[config.mk]
export PLATFORM = sky130hd
export DESIGN_NAME = rv32i_mem_adapter
export DESIGN_NICKNAME = d
export VERILOG_FILES = /design/src/rtl/rv32i_defines.sv /design/src/rtl/rv32i_byte_lane.sv /design/src/rtl/rv32i_mem_adapter.sv
export SDC_FILE = /design/constraint.sdc
export NUM_CORES = 1
export LEC_CHECK = 0
export ABC_AREA = 1
export BUFFER_PORTS_ARGS = -buffer_cell sky130_fd_sc_hd__buf_2
export CORE_UTILIZATION = 50
export DETAILED_ROUTE_END_ITERATION = 8
export PLACE_DENSITY = 0.85
export SLEW_MARGIN = 20
export SYNTH_ARGS = -nofsm -noshare
export SYNTH_HDL_FRONTEND = slang
export SYNTH_SLANG_ARGS = --single-unit
[constraint.sdc]
create_clock -name clk -period 2.45 [get_ports clk]
set_input_delay 0.3675 -clock clk [delete_from_list [all_inputs] [get_ports clk]]
set_output_delay 0.3675 -clock clk [all_outputs]
set_load 0.05 [all_outputs]
[src/rtl/rv32i_defines.sv]
// Shared constants and types for the rv32i memory adapter: RV32I load/store
// funct3 encodings, MMIO register offsets and the adapter FSM state type.
package rv32i_defines;

    // Load encodings
    localparam logic [2:0] FUNCT3_LB  = 3'b000;
    localparam logic [2:0] FUNCT3_LH  = 3'b001;
    localparam logic [2:0] FUNCT3_LW  = 3'b010;
    localparam logic [2:0] FUNCT3_LBU = 3'b100;
    localparam logic [2:0] FUNCT3_LHU = 3'b101;

    // Store encodings
    localparam logic [2:0] FUNCT3_SB  = 3'b000;
    localparam logic [2:0] FUNCT3_SH  = 3'b001;
    localparam logic [2:0] FUNCT3_SW  = 3'b010;

    // Byte offsets of the MMIO registers inside the window
    localparam logic [31:0] MMIO_LED_OFFSET    = 32'h0000_0000;
    localparam logic [31:0] MMIO_CYCLES_OFFSET = 32'h0000_0004;

    typedef enum logic [2:0] {
        S_IDLE   = 3'd0,
        S_ACCESS = 3'd1,
        S_WAIT   = 3'd2,
        S_MERGE  = 3'd3,
        S_RESP   = 3'd4
    } mem_adapter_state_t;

    // True when funct3 names a defined load (wr=0) or store (wr=1).
    function automatic logic funct3_legal(input logic wr, input logic [2:0] f3);
        if (wr) begin
            return (f3 == FUNCT3_SB) || (f3 == FUNCT3_SH) || (f3 == FUNCT3_SW);
        end
        return (f3 == FUNCT3_LB) || (f3 == FUNCT3_LH) || (f3 == FUNCT3_LW) ||
               (f3 == FUNCT3_LBU) || (f3 == FUNCT3_LHU);
    endfunction

endpackage

[src/rtl/rv32i_byte_lane.sv]
// Little-endian lane logic: extracts and extends a sub-word load from a RAM
// word, and merges sub-word store data into a RAM word for read-modify-write.
module rv32i_byte_lane
    import rv32i_defines::*;
(
    input  logic [1:0]  i_addr,
    input  logic [2:0]  i_funct3,
    input  logic [31:0] i_word,
    input  logic [31:0] i_store_data,
    output logic [31:0] o_load_value,
    output logic [31:0] o_merged_word
);

    logic [7:0]  w_byte;
    logic [15:0] w_half;

    // Select the addressed byte and halfword lanes
    always_comb begin
        w_byte = i_word[{i_addr, 3'b000} +: 8];
        w_half = i_addr[1] ? i_word[31:16] : i_word[15:0];
    end

    // Sign- or zero-extend the selected lane for loads
    always_comb begin
        o_load_value = i_word;
        case (i_funct3)
            FUNCT3_LB:  o_load_value = {{24{w_byte[7]}}, w_byte};
            FUNCT3_LH:  o_load_value = {{16{w_half[15]}}, w_half};
            FUNCT3_LBU: o_load_value = {24'd0, w_byte};
            FUNCT3_LHU: o_load_value = {16'd0, w_half};
            default:    o_load_value = i_word;
        endcase
    end

    // Overlay the right-aligned store data onto the addressed lane
    always_comb begin
        o_merged_word = i_store_data;
        case (i_funct3)
            FUNCT3_SB: begin
                o_merged_word = i_word;
                o_merged_word[{i_addr, 3'b000} +: 8] = i_store_data[7:0];
            end
            FUNCT3_SH: begin
                o_merged_word = i_word;
                o_merged_word[{i_addr[1], 4'b0000} +: 16] = i_store_data[15:0];
            end
            default: o_merged_word = i_store_data;
        endcase
    end

endmodule

[src/rtl/rv32i_mem_adapter.sv]
// Bridges the rv32i core's byte-addressed memory port to a word-wide
// synchronous-read RAM, with an MMIO window holding an LED register and a
// free-running cycle counter.
//
// Handshake: a request is accepted at the rising edge where req_valid and
// req_ready are both high; req_ready is high only in S_IDLE, and the core
// holds its request stable until then. Exactly one resp_valid pulse follows
// each accepted request unless reset intervenes, in which case none does.
module rv32i_mem_adapter
    import rv32i_defines::*;
#(
    parameter int          RAM_WORDS = 256,
    parameter logic [31:0] MMIO_BASE = 32'hFFFF_0000,
    parameter int          LED_W     = 8
) (
    input  logic                         clk,
    input  logic                         rst,
    input  logic                         req_valid,
    output logic                         req_ready,
    input  logic [31:0]                  req_addr,
    input  logic                         req_wr,
    input  logic [2:0]                   req_funct3,
    input  logic [31:0]                  req_wr_data,
    output logic                         resp_valid,
    output logic                         resp_err,
    output logic [31:0]                  resp_rd_data,
    output logic [$clog2(RAM_WORDS)-1:0] ram_addr,
    output logic                         ram_wr_ena,
    output logic [31:0]                  ram_wr_data,
    input  logic [31:0]                  ram_rd_data,
    output logic [LED_W-1:0]             leds,
    output logic [2:0]                   o_dbg_state
);

    localparam int          ADDR_W    = $clog2(RAM_WORDS);
    localparam logic [32:0] RAM_BYTES = 33'(RAM_WORDS) * 33'd4;

    mem_adapter_state_t r_state;
    logic               r_wr;
    logic [2:0]         r_funct3;
    logic [1:0]         r_lane;
    logic               r_is_mmio;
    logic               r_mmio_cyc;
    logic [31:0]        r_wr_data;
    logic [ADDR_W-1:0]  r_ram_addr;
    logic               r_ram_wr_ena;
    logic [31:0]        r_ram_wr_data;
    logic               r_resp_valid;
    logic               r_resp_err;
    logic [31:0]        r_resp_rd_data;
    logic [LED_W-1:0]   r_leds;
    logic [31:0]        r_cycles;

    logic [31:0]        w_mmio_off;
    logic               w_in_ram;
    logic               w_in_mmio;
    logic               w_misaligned;
    logic               w_err;
    logic               w_is_sw;
    logic [31:0]        w_load_value;
    logic [31:0]        w_merged_word;

    // Classify the incoming request; only consumed at the acceptance edge
    always_comb begin
        w_mmio_off   = req_addr - MMIO_BASE;
        w_in_ram     = ({1'b0, req_addr} < RAM_BYTES);
        w_in_mmio    = (w_mmio_off < 32'd8);
        w_misaligned = ((req_funct3[1:0] == 2'b01) && req_addr[0]) ||
                       ((req_funct3[1:0] == 2'b10) && (req_addr[1:0] != 2'b00));
        w_err        = !funct3_legal(req_wr, req_funct3) || w_misaligned ||
                       !(w_in_ram || w_in_mmio);
        w_is_sw      = req_wr && (req_funct3 == FUNCT3_SW);
    end

    rv32i_byte_lane u_byte_lane (
        .i_addr        (r_lane),
        .i_funct3      (r_funct3),
        .i_word        (ram_rd_data),
        .i_store_data  (r_wr_data),
        .o_load_value  (w_load_value),
        .o_merged_word (w_merged_word)
    );

    // Request FSM and all registered outputs
    always_ff @(posedge clk) begin
        if (!rst) begin
            r_state        <= S_IDLE;
            r_wr           <= 1'b0;
            r_funct3       <= 3'd0;
            r_lane         <= 2'd0;
            r_is_mmio      <= 1'b0;
            r_mmio_cyc     <= 1'b0;
            r_wr_data      <= 32'd0;
            r_ram_addr     <= '0;
            r_ram_wr_ena   <= 1'b0;
            r_ram_wr_data  <= 32'd0;
            r_resp_valid   <= 1'b0;
            r_resp_err     <= 1'b0;
            r_resp_rd_data <= 32'd0;
            r_leds         <= '0;
        end else begin
            r_ram_wr_ena <= 1'b0;
            r_resp_valid <= 1'b0;
            case (r_state)
                S_IDLE: begin
                    if (req_valid) begin
                        r_wr          <= req_wr;
                        r_funct3      <= req_funct3;
                        r_lane        <= req_addr[1:0];
                        r_is_mmio     <= w_in_mmio;
                        r_mmio_cyc    <= w_mmio_off[2];
                        r_wr_data     <= req_wr_data;
                        r_ram_addr    <= req_addr[ADDR_W+1:2];
                        r_ram_wr_data <= req_wr_data;
                        if (w_err) begin
                            r_state      <= S_RESP;
                            r_resp_valid <= 1'b1;
                            r_resp_err   <= 1'b1;
                        end else begin
                            r_state      <= S_ACCESS;
                            // Full-word RAM stores write straight away in S_ACCESS
                            r_ram_wr_ena <= w_is_sw && w_in_ram;
                        end
                    end
                end
                S_ACCESS: begin
                    if (r_is_mmio) begin
                        if (r_wr) begin
                            // Counter writes are silently dropped
                            if (!r_mmio_cyc) begin
                                r_leds <= r_wr_data[LED_W-1:0];
                            end
                        end else begin
                            r_resp_rd_data <= r_mmio_cyc ? r_cycles : 32'(r_leds);
                        end
                        r_state      <= S_RESP;
                        r_resp_valid <= 1'b1;
                    end else if (r_wr && (r_funct3 == FUNCT3_SW)) begin
                        r_state      <= S_RESP;
                        r_resp_valid <= 1'b1;
                    end else begin
                        r_state <= S_WAIT;
                    end
                end
                S_WAIT: begin
                    if (r_wr) begin
                        r_ram_wr_data <= w_merged_word;
                        r_ram_wr_ena  <= 1'b1;
                        r_state       <= S_MERGE;
                    end else begin
                        r_resp_rd_data <= w_load_value;
                        r_resp_valid   <= 1'b1;
                        r_state        <= S_RESP;
                    end
                end
                S_MERGE: begin
                    r_resp_valid <= 1'b1;
                    r_state      <= S_RESP;
                end
                S_RESP: begin
                    r_resp_err     <= 1'b0;
                    r_resp_rd_data <= 32'd0;
                    r_state        <= S_IDLE;
                end
                default: r_state <= S_IDLE;
            endcase
        end
    end

    // Free-running cycle counter, wraps naturally at 2^32
    always_ff @(posedge clk) begin
        if (!rst) begin
            r_cycles <= 32'd0;
        end else begin
            r_cycles <= r_cycles + 32'd1;
        end
    end

    // The write strobe is qualified by rst so an aborted request can never
    // commit to RAM in the cycle reset is asserted.
    assign ram_wr_ena   = r_ram_wr_ena & rst;
    assign req_ready    = (r_state == S_IDLE);
    assign resp_valid   = r_resp_valid;
    assign resp_err     = r_resp_err;
    assign resp_rd_data = r_resp_rd_data;
    assign ram_addr     = r_ram_addr;
    assign ram_wr_data  = r_ram_wr_data;
    assign leds         = r_leds;
    assign o_dbg_state  = r_state;

endmodule

; ---- Word-level counts from Yosys, hierarchy flattened
; Cells that the tools add are included.
[totals]
regBits = 158
input_bits = 103
out_inout_bits = 87
[op_classes]
add_sub_neg = 4
order_cmp = 2
n_eq_ne = 20
shifts = 5
n_mux = 35
bitwise_logic = 2
n_reduce_logical = 27
[op_table]
columns = operator, count
row1 = $mux W32, 6
row2 = $pmux W32 S2, 2
row3 = $pmux W32 S4, 1
row4 = $pmux W32 S3, 1
row5 = $bwmux W32, 2
row6 = $add A32 B1 Y32 const B, 1
row7 = $lt A32 B11 Y1 const B, 1
row8 = $lt A32 B4 Y1 const B, 1
row9 = $shift A16 B7 Y32 const A, 1
row10 = $shift A8 B7 Y32 const A, 1
row11 = $shiftx A16 B7 Y32, 1
row12 = $shiftx A32 B6 Y8, 1
row13 = $shiftx A8 B7 Y32, 1
row14 = $sub A32 B32 Y32 const B, 1
row15 = $mux W16, 1
row16 = $eq A3 B3 Y1 const B, 5
row17 = $mux W3, 5
row18 = $neg A5 Y7, 2
row19 = $mux W1, 13
row20 = $eq A3 B2 Y1 const B, 4
row21 = $pmux W3 S4, 1
row22 = $ne A2 B2 Y1 const B, 5
row23 = $eq A3 B1 Y1 const B, 3
row24 = $logic_not A3 Y1, 3
row25 = other kinds (15), 32

; ---- Longest topological paths before layout
; Gate-level depths: netlist of the first run.
[logic_depth]
ltp_word = 12
depth_mapped = 14
ltp_nobuf = 12

; ---- Cells and area by module
; A second synthesis of the first run with hierarchy kept.
[unflattened]
cells_unflattened = 1452
hier_area_um2 = 9374.0
[modules_own_cells]
columns = mod, instances, cells_per_inst, area_per_inst_um2, seq_area_each_um2
row1 = rv32i_mem_adapter, 1, 987, 7121.8, 3143.0
row2 = rv32i_byte_lane, 1, 465, 2252.2, 0.0

; ---- Least setup slack after synthesis of the first run
; Ideal clock, no wire load.
[synth_timing]
kind = flip-flop to flip-flop
from = register r_lane[1]
to = register r_ram_wr_data[6] (netlist: ram_wr_data[6])
setup_time_ns = 0.132
arrival_time_ns = 2.212
required_ns = 2.318
path_slack_ns = 0.106
stages_incl_launch_ff = 15
n_path_buf = 3
period_less_slack_ns = 2.344
path_cell_list = dfxtp_1 inv_1 buf_2 buf_1 ha_1 clkbuf_1 inv_1 nand2_1 nor2_1 nand2_1 nand2_1 o21ai_0 nand3_1 o211ai_1 a21oi_1
[synth_between]
elab_chain_len = 6
elab_cells_between_ends = 11
classes_between = 2 x add/sub / 4 x shift / 5 x mux
[synth_rtl]
columns = item, line_no
row1 = from (decl), rv32i_mem_adapter.sv:41  ; logic [1:0] r_lane;
row2 = from (signal assigned), rv32i_mem_adapter.sv:109  ; r_lane <= req_addr[1:0];
row3 = $neg A5 Y7 (on tied branches), "rv32i_byte_lane.sv:45, rv32i_byte_lane.sv:41"
row4 = "$shiftx A16 B7 Y32, or another cell as far along", rv32i_byte_lane.sv:45  ; o_merged_word[{i_addr[1], 4'b0000} +: 16] = i_store_data[15:0];
row5 = $bwmux W32 (on tied branches), "rv32i_byte_lane.sv:45, rv32i_byte_lane.sv:41"
row6 = $pmux W32 S2 *, rv32i_byte_lane.sv:38  ; case (i_funct3)
row7 = $mux W32 *, rv32i_mem_adapter.sv:146  ; if (r_wr) begin
row8 = $pmux W32 S2 *, rv32i_mem_adapter.sv:104  ; case (r_state)
row9 = to (signal assigned), rv32i_mem_adapter.sv:114  ; r_ram_wr_data <= req_wr_data;
row10 = to (signal assigned), rv32i_mem_adapter.sv:147  ; r_ram_wr_data <= w_merged_word;
row11 = to (decl), rv32i_mem_adapter.sv:47  ; logic [31:0] r_ram_wr_data;
; Mark *: on every way between the ends. The rest lies on a longest branch, timed or not. The select of a mux whose other input is x is not followed.
; A chain may end at the register's enable or synchronous reset.

; ---- Final worst setup path of the first run
[layout_timing]
from = register r_state[1] (netlist: o_dbg_state[1])
to = register r_ram_wr_data[11] (netlist: ram_wr_data[11])
[layout_between]
elab_chain_len = 3
elab_cells_between_ends = 7
classes_between = 3 x eq/ne / 1 x mux / 3 x reduce/logical
[layout_rtl]
columns = item, line_no
row1 = from (decl), rv32i_mem_adapter.sv:38  ; mem_adapter_state_t r_state;
row2 = from (signal assigned), rv32i_mem_adapter.sv:87  ; r_state <= S_IDLE;
row3 = from (signal assigned), rv32i_mem_adapter.sv:116  ; r_state <= S_RESP;
row4 = from (signal assigned), rv32i_mem_adapter.sv:120  ; r_state <= S_ACCESS;
row5 = $eq A3 B2 Y1 / $logic_not A3 Y1 (equally long branches), rv32i_mem_adapter.sv:104
row6 = $ne A2 B2 Y1 (no line) / $reduce_bool A2 Y1 (equally long branches), -
row7 = $reduce_and A3 Y1 (no line), -
; Several ways; a longest one is shown, not always the timed one.

==> reports/metrics.yaml, run 1 <==
placement:
  hpwl_mm: 20.61
  dp.cells: 1653
  port_buffers: 189
  place_ws_ps: 249.7
  gp_congestion: 0.9719
routing:
  drt_iter0_drc: 932
  routedWlPerCell_um: 16.82
  drc: 0
  viasPerCell: 5.818
  totalWireLength_mm: 28.34
  antenna_left: 0
  vias: 9803
  drtPass1Iterations: 6
worst_setup_path:
  critPathKind: "flip-flop to flip-flop"
  path_cells: "nand2_2, nor2_4, inv_4, nor2_1, inv_2, nand2_2, inv_2, nand2_1, a21oi_1"
  end_kind: "flip-flop"
  path_max_fanout: 26
  crit_arrival_ps: 2390
  cpMaxStageDelayCell: "dfxtp_1"
  ff2ff_path_depth: 9
  critical-path-max-stage-delay_ps: 430
  startpoint_type: "flip-flop"
  required_ps: 2750
power_and_ir_drop:
  p_leak_nw: 4.284
  power.density_nw_per_um2: 672.1
  ir_worst_vdd_v: 0.0005309
timing:
  setup_violations: 0
  final.setup.worst_slack_ps: 350.7
  rsz0062_at_grt: "false"
  worst_pin_slew_ps: 656.5
  report.final.hold_viol_count: 0
  slew_viol_final: 0
  slew_headroom_pct: 55.83
  setup_tns_ps: 0
  finalCritPeriodShare_pct: 85.69
  final.setup_skew_ps: 14.89
  fmax_ghz: 0.4763
  min_period_ps: 2099
hold_path:
  min_delay_path_depth: 3
  hp-class: "input port to flip-flop"
synth:
  synth_nets: 1411
  synthArstFlopShare_pct: 0
  synth_edf_count: 0
  yosys_warnings: 0
  seq_area_frac_synth_pct: 36.27
  syn_inst: 1302
  ys_ff_latch: 157
  syn_avg_cell_area_um2: 6.655
  synth_ff_type: "dfxtp_1"
  syn_area_um2: 8665
  synth_cell_types: 45
clock_network:
  root_buffer: "clkbuf_16"
  cts_sinks: 157
  numCtsBuffers: 17
  clk_latency_ps: 430
  clockBufferDepth: 2
  clk_pin_slew_ps: 60
  h-tree-depth: 4
  cts_hold_buf: 0
  tritoncts: "built"
layout:
  final_cell_mix: "218 x nand2_1, 202 x o21ai_0, 191 x a21oi_1"
  fin_nets: 1561
  nFillCells: 1544
  instances_no_fill: 1685
  synthToLayoutAreaGrowth_pct: 18.54
  final_core_util_pct: 61.28
  final_common_cell: "nand2_1"
  regArea_um2: 3143
  multi_input_area_um2: 4698
  drive_above_1_share_pct: 19.43
grt:
  grt_max_degree: 60
  grt_pass1_vias: 8990
  antenna_found_initial: 3
  globalRouteTotalUtil_pct: 31.37
  grt_pass1_wl_mm: 44.04
  grt_overflow: 0
floorplan:
  placementRows: 47
  io_pins: 190
  dieWidth_um: 133.6
  die_area_um2: 17860
  core-area_um2: 16760
  chipHeight_um: 133.6
  start_util_pct: 51.70
job:
  maxCapViolCount: 0
run_status:
  status: "completed"
report_power, final:
| part | internal [W] | switching (W) |
|---|---|---|
| combinational | 0.000399 | 0.00107 |
| clock | 0.00161 | 0.00102 |
| sequential | 0.00270 | 0.000106 |
| total | 0.00471 | 0.00219 |
metal layers:
| metal | track usage (%) | vias up | wire [um] |
|---|---|---|---|
| met5 | 0 | - | 0 |
| met4 | 17.30 | 0 | 1193 |
| met3 | 8.029 | 95 | 2507 |
| met2 | 49.68 | 541 | 12660 |
| met1 | 38.88 | 4424 | 11970 |
| li1 | - | 4743 | - |
synth_stat cells, types with 2 or more instances:
| cell type | instances | area (um2) |
|---|---|---|
| dfxtp_1 | 157 | 3143 |
| a31o_2 | 4 | 35.03 |
| buf_8 | 2 | 30.03 |
| ha_1 | 6 | 75.07 |
| a31oi_1 | 11 | 68.82 |
| o2111ai_1 | 8 | 70.07 |
| o21ai_1 | 16 | 80.08 |
| nor2_1 | 103 | 386.6 |
| buf_1 | 3 | 11.26 |
| nor3b_1 | 4 | 30.03 |
| nand2_1 | 218 | 818.3 |
| o311ai_0 | 6 | 52.55 |
| nor3_2 | 3 | 30.03 |
| nand3_1 | 46 | 230.2 |
| inv_2 | 9 | 33.78 |
| o21ai_0 | 202 | 1011 |
| clkbuf_1 | 57 | 214.0 |
| o21bai_1 | 16 | 120.1 |
| a21oi_1 | 191 | 955.9 |
| nand2_2 | 3 | 18.77 |
| o211ai_1 | 17 | 127.6 |
| nor2_2 | 4 | 25.02 |
| xnor2_1 | 2 | 17.52 |
| o22ai_1 | 16 | 100.1 |
| buf_2 | 12 | 60.06 |
| buf_4 | 6 | 45.04 |
| o21ai_2 | 3 | 26.28 |
| nor4_1 | 3 | 18.77 |
| nand3b_1 | 2 | 15.01 |
| inv_1 | 111 | 416.7 |
| o31ai_1 | 2 | 15.01 |
| nand4_1 | 11 | 68.82 |
| nor3_1 | 21 | 105.1 |
| or2_2 | 15 | 93.84 |
| nand2_4 | 2 | 22.52 |
what timing repair did:
action                                  in CTS  in global routing
buffers inserted                             0                  0
endpoints found under the setup margin       0                  1
resized for setup                            0                  2
cells by family after synthesis:
group | count (synthesis) | share of synthesized area, %
compound gates | 496 | 31.19
simple gates | 437 | 21.69
fa+ha+maj | 6 | 0.8664
mux | 1 | 0.1155
xor+xnor | 3 | 0.3033
flops | 157 | 36.27
buf+inv | 202 | 9.560
sequential cells by signal, summed over array words and instances, names as in the netlist:
signal and flops:
leds 8, ram_addr 8, r_ram_wr_ena 1, ram_wr_data 32, r_cycles 32, resp_rd_data 32, r_lane 2, r_wr_data 32
resp_valid 1, o_dbg_state 3, r_wr 1, r_is_mmio 1, resp_err 1, r_funct3 3
worst paths after layout:
kind	start	to	slack, ps
setup / recovery	o_dbg_state[1]$_SDFFE_PN0P_	ram_wr_data[11]$_SDFFE_PN0P_	350
hold / removal	req_addr[3]	ram_addr[1]$_SDFFE_PN0P_	190
setup reg to reg	o_dbg_state[1]$_SDFFE_PN0P_	ram_wr_data[11]$_SDFFE_PN0P_	350
hold reg to reg	r_wr_data[25]$_SDFFE_PN0P_	r_wr_data[25]$_SDFFE_PN0P_	450
worst max-delay path, delay by kind of cell (launching register included):
family	cells	cell delay (ps)
flip-flops	1	430
AND/OR/NAND/NOR	5	970
buffers and inverters	3	480
AO/OA/AOI/OAI	1	80
metrics by stage:
step | power (W) | hold slack [ps] | instance area [um2]
finish | 0.006903 | 194.6 | 10270
global route | 0.007152 | 184.2 | 10270
CTS | 0.006884 | 185.4 | 10260
detailed placement | 0.004293 | 439.0 | 9692
global placement | 0.004271 | 433.2 | 9692
floorplan | 0.003868 | 424.5 | 8665
layout make-up:
| type | count | area share (%) |
|---|---|---|
| Antenna cell | 3 | 0.07309 |
| Sequential cell | 157 | 30.60 |
| Inverter | 121 | 4.471 |
| Tap cell | 220 | 2.680 |
| Clock buffer | 21 | 4.385 |
| Timing Repair Buffer | 212 | 10.89 |
| Multi-Input combinational cell | 943 | 45.74 |
| Clock inverter | 8 | 1.157 |
Note: power is estimated with default switching activity, not from simulation.
==> run 2: changes to the inputs <==
GPL_TIMING_DRIVEN = 0   (was not set)
==> reports/metrics.yaml, run 2 (same netlist as run 1, synthesis figures left out) <==
worst_setup_path:
  rr_startpoint: "r_funct3[0]$_SDFFE_PN0P_"
  required_ps: 2750
  path_max_fanout: 10
  cpMaxStageDelayCell: "dfxtp_1"
  crit_family: "simple AND/OR/NAND/NOR gates"
  r2r_setup_slack_ps: 130
  critical-path-max-stage-delay_ps: 400
  crit_arrival_ps: 2620
  ff2ff_path_depth: 7
  critPathKind: "flip-flop to flip-flop"
  path_depth: 7
  path_cells: "nor2_2, nand2_1, nand2_1, clkbuf_1, o21ai_0, o21bai_1, a21oi_1"
  cpMostUsedCell: "nand2_1"
  r2r-end: "ram_wr_data[14]$_SDFFE_PN0P_"
  end_kind: "flip-flop"
  critPathBufInv: 1
  endpoint: "ram_wr_data[14]$_SDFFE_PN0P_"
  startpoint_type: "flip-flop"
  crit_start: "r_funct3[0]$_SDFFE_PN0P_"
floorplan:
  chipHeight_um: 133.6
  dieWidth_um: 133.6
  core-area_um2: 16760
  io_pins: 190
  placementRows: 47
  start_util_pct: 51.70
  die_area_um2: 17860
grt:
  globalRouteTotalUtil_pct: 36.63
  grt_pass1_vias: 9329
  antenna_found_initial: 0
  grt_max_degree: 22
  grt_pass1_wl_mm: 50.18
  grt_overflow: 0
layout:
  nFillCells: 1595
  final_cell_mix: "218 x nand2_1, 202 x o21ai_0, 198 x buf_2"
  drive_above_1_share_pct: 19.46
  synthToLayoutAreaGrowth_pct: 21.11
  final_common_cell: "nand2_1"
  fin_nets: 1617
  diodes: 0
routing:
  antenna_left: 0
  drt_iter0_drc: 1317
  vias: 10246
  routedWlPerCell_um: 18.92
  viasPerCell: 5.885
  drtPass1Iterations: 6
  drc: 0
  totalWireLength_mm: 32.94
timing:
  worst_pin_slew_ps: 1017
  setup_tns_ps: 0
  report.final.hold_viol_count: 0
  min_period_ps: 2324
  setup_violations: 0
  slew_headroom_pct: 32.19
  finalCritPeriodShare_pct: 94.87
  fmax_ghz: 0.4302
  final.setup_skew_ps: 8.128
  slew_viol_final: 0
  rsz0062_at_grt: "false"
run_status:
  status: "completed"
clock_network:
  tritoncts: "built"
  h-tree-depth: 4
  cts_sinks: 157
  clk_latency_ps: 430
  root_buffer: "clkbuf_16"
  numCtsBuffers: 17
  clockBufferDepth: 2
  clk_pin_slew_ps: 70
power_and_ir_drop:
  power_w: 0.007038
  ir_worst_vdd_v: 0.0006062
  p_leak_nw: 4.346
  power.density_nw_per_um2: 670.6
placement:
  gp_congestion: 0.9797
  port_buffers: 188
  hpwl_mm: 25.22
job:
  maxCapViolCount: 0
hold_path:
  hp-class: "input port to flip-flop"
## run 2: cell type report
type | count | area [um2] | area share [%]
repair buffers | 190 | 955.9 | 9.109
multi-input cells | 943 | 4712 | 44.90
clock inverters | 14 | 145.1 | 1.383
inverters | 121 | 460.4 | 4.388
plain buffers | 78 | 369.1 | 3.517
well taps | 220 | 275.3 | 2.623
clock buffers | 18 | 429.2 | 4.090
flip-flops and latches | 157 | 3147 | 29.99
## run 2: report_power, final
part | switching (W) | internal [W]
Sequential | 0.000111 | 0.00270
Clock | 0.00114 | 0.00150
Combinational | 0.00115 | 0.000433
Total | 0.00240 | 0.00464
## run 2: through the flow
| step | std cells | worst slack, ps | instance area [um2] | hold WS, ps | util (%) |
|---|---|---|---|---|---|
| CTS | 1739 | 110.6 | 10460 | 188.8 | 62.43 |
| floorplan | 1302 | 106.1 | 8665 | 424.5 | - |
| global placement | 1710 | -754.3 | 9881 | 435.6 | 58.95 |
| detailed placement | 1710 | -766.3 | 9881 | 442.8 | 58.95 |
| global route | 1741 | 3.975 | 10490 | 186.3 | 62.61 |
| finish | 1741 | 125.7 | 10490 | 189.6 | 62.61 |
## run 2: worst min-delay path by stage
stage | start | endpoint | slack, ps | cells after the start
floorplan | r_wr_data[24]$_SDFFE_PN0P_ | r_wr_data[24]$_SDFFE_PN0P_ | 420 | 2
CTS | req_addr[3] | ram_addr[1]$_SDFFE_PN0P_ | 190 | 3
global placement | r_wr_data[27]$_SDFFE_PN0P_ | r_wr_data[27]$_SDFFE_PN0P_ | 440 | 2
global route | req_addr[3] | ram_addr[1]$_SDFFE_PN0P_ | 190 | 3
finish | req_addr[3] | ram_addr[1]$_SDFFE_PN0P_ | 190 | 3
detailed placement | r_wr_data[26]$_SDFFE_PN0P_ | r_wr_data[26]$_SDFFE_PN0P_ | 440 | 2
## run 2: worst min-delay path, cell delays in order
cell and delay, ps:
buf_2 100, nand2_1 60, a21oi_1 50
## run 2: per-layer routing
layer  up-vias  GRT usage [%]  part of all wire, %
met5         -              0                    0
met4         0          20.27                  5.2
met3       112          7.648                   10
met2       626          58.25                   45
met1      4656          46.24                   40
li1       4852              -                    -
## run 2: timing repair
| action | CTS | global route |
|---|---|---|
| setup buffers | 0 | 2 |
| gates cloned | 0 | 0 |
| pin swaps | 0 | 0 |
| resized for setup | 6 | 7 |
| hold buffers | 0 | 0 |
| endpoints found under the setup margin | 33 | 16 |
==> run 3: changes to the inputs <==
RECOVER_POWER = 100   (was not set)
==> reports/metrics.yaml, run 3 (same netlist as run 1, synthesis figures left out) <==
clock_network:
  clk_pin_slew_ps: 70
  h-tree-depth: 4
  numCtsBuffers: 17
  cts_sinks: 157
  cts_hold_buf: 0
  tritoncts: "built"
  root_buffer: "clkbuf_16"
  clockBufferDepth: 2
  clk_latency_ps: 440
placement:
  gp_congestion: 0.9797
  hpwl_mm: 25.22
  port_buffers: 188
  dp.cells: 1710
  place_ws_ps: -766.3
timing:
  hold-worst-slack_ps: 189.3
  report.final.hold_viol_count: 0
  finalCritPeriodShare_pct: 95.57
  fmax_ghz: 0.4271
  slew_viol_final: 0
  rsz0062_at_grt: "false"
  worst_pin_slew_ps: 1028
  final.setup_skew_ps: 9.692
  final.setup.worst_slack_ps: 108.7
  setup_tns_ps: 0
  min_period_ps: 2341
  setup_violations: 0
  slew_headroom_pct: 31.47
worst_setup_path:
  cpMostUsedCell: "nor2_1"
  required_ps: 2770
  end_kind: "flip-flop"
  crit_start: "o_dbg_state[1]$_SDFFE_PN0P_"
  critical-path-max-stage-delay_ps: 470
  path_max_fanout: 10
  crit_arrival_ps: 2660
  path_cells: "nand2_2, nor2_1, clkbuf_1, o21ai_2, nand2_4, inv_1, clkbuf_2, buf_4, o21ai_0, nor2_1"
  rr_startpoint: "o_dbg_state[1]$_SDFFE_PN0P_"
  critPathKind: "flip-flop to flip-flop"
  startpoint_type: "flip-flop"
  cpMaxStageDelayCell: "clkbuf_1"
grt:
  grt_overflow: 0
  grt_pass1_vias: 9329
  grt_pass1_wl_mm: 50.18
  antenna_found_initial: 0
  globalRouteTotalUtil_pct: 36.63
  grt_max_degree: 22
floorplan:
  chipHeight_um: 133.6
  dieWidth_um: 133.6
  die_area_um2: 17860
  placementRows: 47
  core-area_um2: 16760
  start_util_pct: 51.70
  io_pins: 190
layout:
  instances_no_fill: 1741
  final_common_cell: "nand2_1"
  final_cell_mix: "219 x nand2_1, 210 x o21ai_0, 191 x a21oi_1"
  diodes: 0
  fin_nets: 1617
  drive_above_1_share_pct: 13.08
  synthToLayoutAreaGrowth_pct: 19.44
  nFillCells: 1658
power_and_ir_drop:
  power.density_nw_per_um2: 676.8
  ir_worst_vdd_v: 0.0006053
  p_leak_nw: 3.983
  power_w: 0.007004
job:
  maxCapViolCount: 0
routing:
  routedWlPerCell_um: 18.93
  totalWireLength_mm: 32.95
  drc: 0
  drt_iter0_drc: 1255
  vias: 10330
  viasPerCell: 5.933
  antenna_left: 0
  drtPass1Iterations: 6
hold_path:
  hp-class: "input port to flip-flop"
  hold_start: "req_addr[3]"
run_status:
  status: "completed"
run 3: cell types whose count changed in the layout (fill, tap and decap cells not counted), moves of 3 or more:
cell      previous run  this run
buf_2              198       107
clkbuf_1            53       144
o21ai_0            202       210
o21ai_1             16         8
inv_1              109       112
inv_2               10         7
run 3: power by group:
part	internal [W]	total, W	switching (W)
Sequential	0.00270	0.00281	0.000112
Clock	0.00150	0.00264	0.00114
Combinational	0.000400	0.00155	0.00115
run 3: critical path, delay by kind of cell (launching register included):
family                 cells  cell delay (ps)
AO/OA/AOI/OAI              2              330
buffers and inverters      4              930
flip-flops                 1              430
AND/OR/NAND/NOR            4              530
run 3: repair_timing:
item | 4_1_cts | 5_1_grt
endpoints found under the setup margin | 33 | 16
gates cloned | 0 | 0
pin swaps | 0 | 0
buffers inserted | 0 | 2
resized for setup | 6 | 7
run 3: final cells by class:
cell class / instances / area, um2 / area share, %
sequential: 157 / 3147 / 30.41
clock buffer: 18 / 429.2 / 4.147
multi-input combinational: 943 / 4697 / 45.39
timing repair buffer: 190 / 848.3 / 8.197
inverter: 121 / 460.4 / 4.449
buffer: 78 / 346.6 / 3.349
tap: 220 / 275.3 / 2.660
clock inverter: 14 / 145.1 / 1.402
run 3: metrics by stage:
stage	utilization [%]	instance area (um2)
after floorplan	-	8665
after global placement	58.95	9881
after detailed placement	58.95	9881
after CTS	62.43	10460
after global routing	61.75	10350
final	61.75	10350
run 3: final timing paths:
check                                 endpoint  slack, ps  depth (start not counted)
setup / recovery  resp_rd_data[2]$_SDFFE_PN0P_        110                         10
setup reg to reg  resp_rd_data[2]$_SDFFE_PN0P_        110                         10
hold / removal        ram_addr[1]$_SDFFE_PN0P_        190                          3
hold reg to reg     r_wr_data[25]$_SDFFE_PN0P_        450                          2
run 3: per-layer routing:
layer	vias up	share of wire, %	track usage (%)	wire (um)
met1	4727	40	46.24	13260
met4	0	5.0	20.27	1655
li1	4848	-	-	-
met3	113	9.6	7.648	3157
met2	642	45	58.25	14880
met5	-	0	0	0
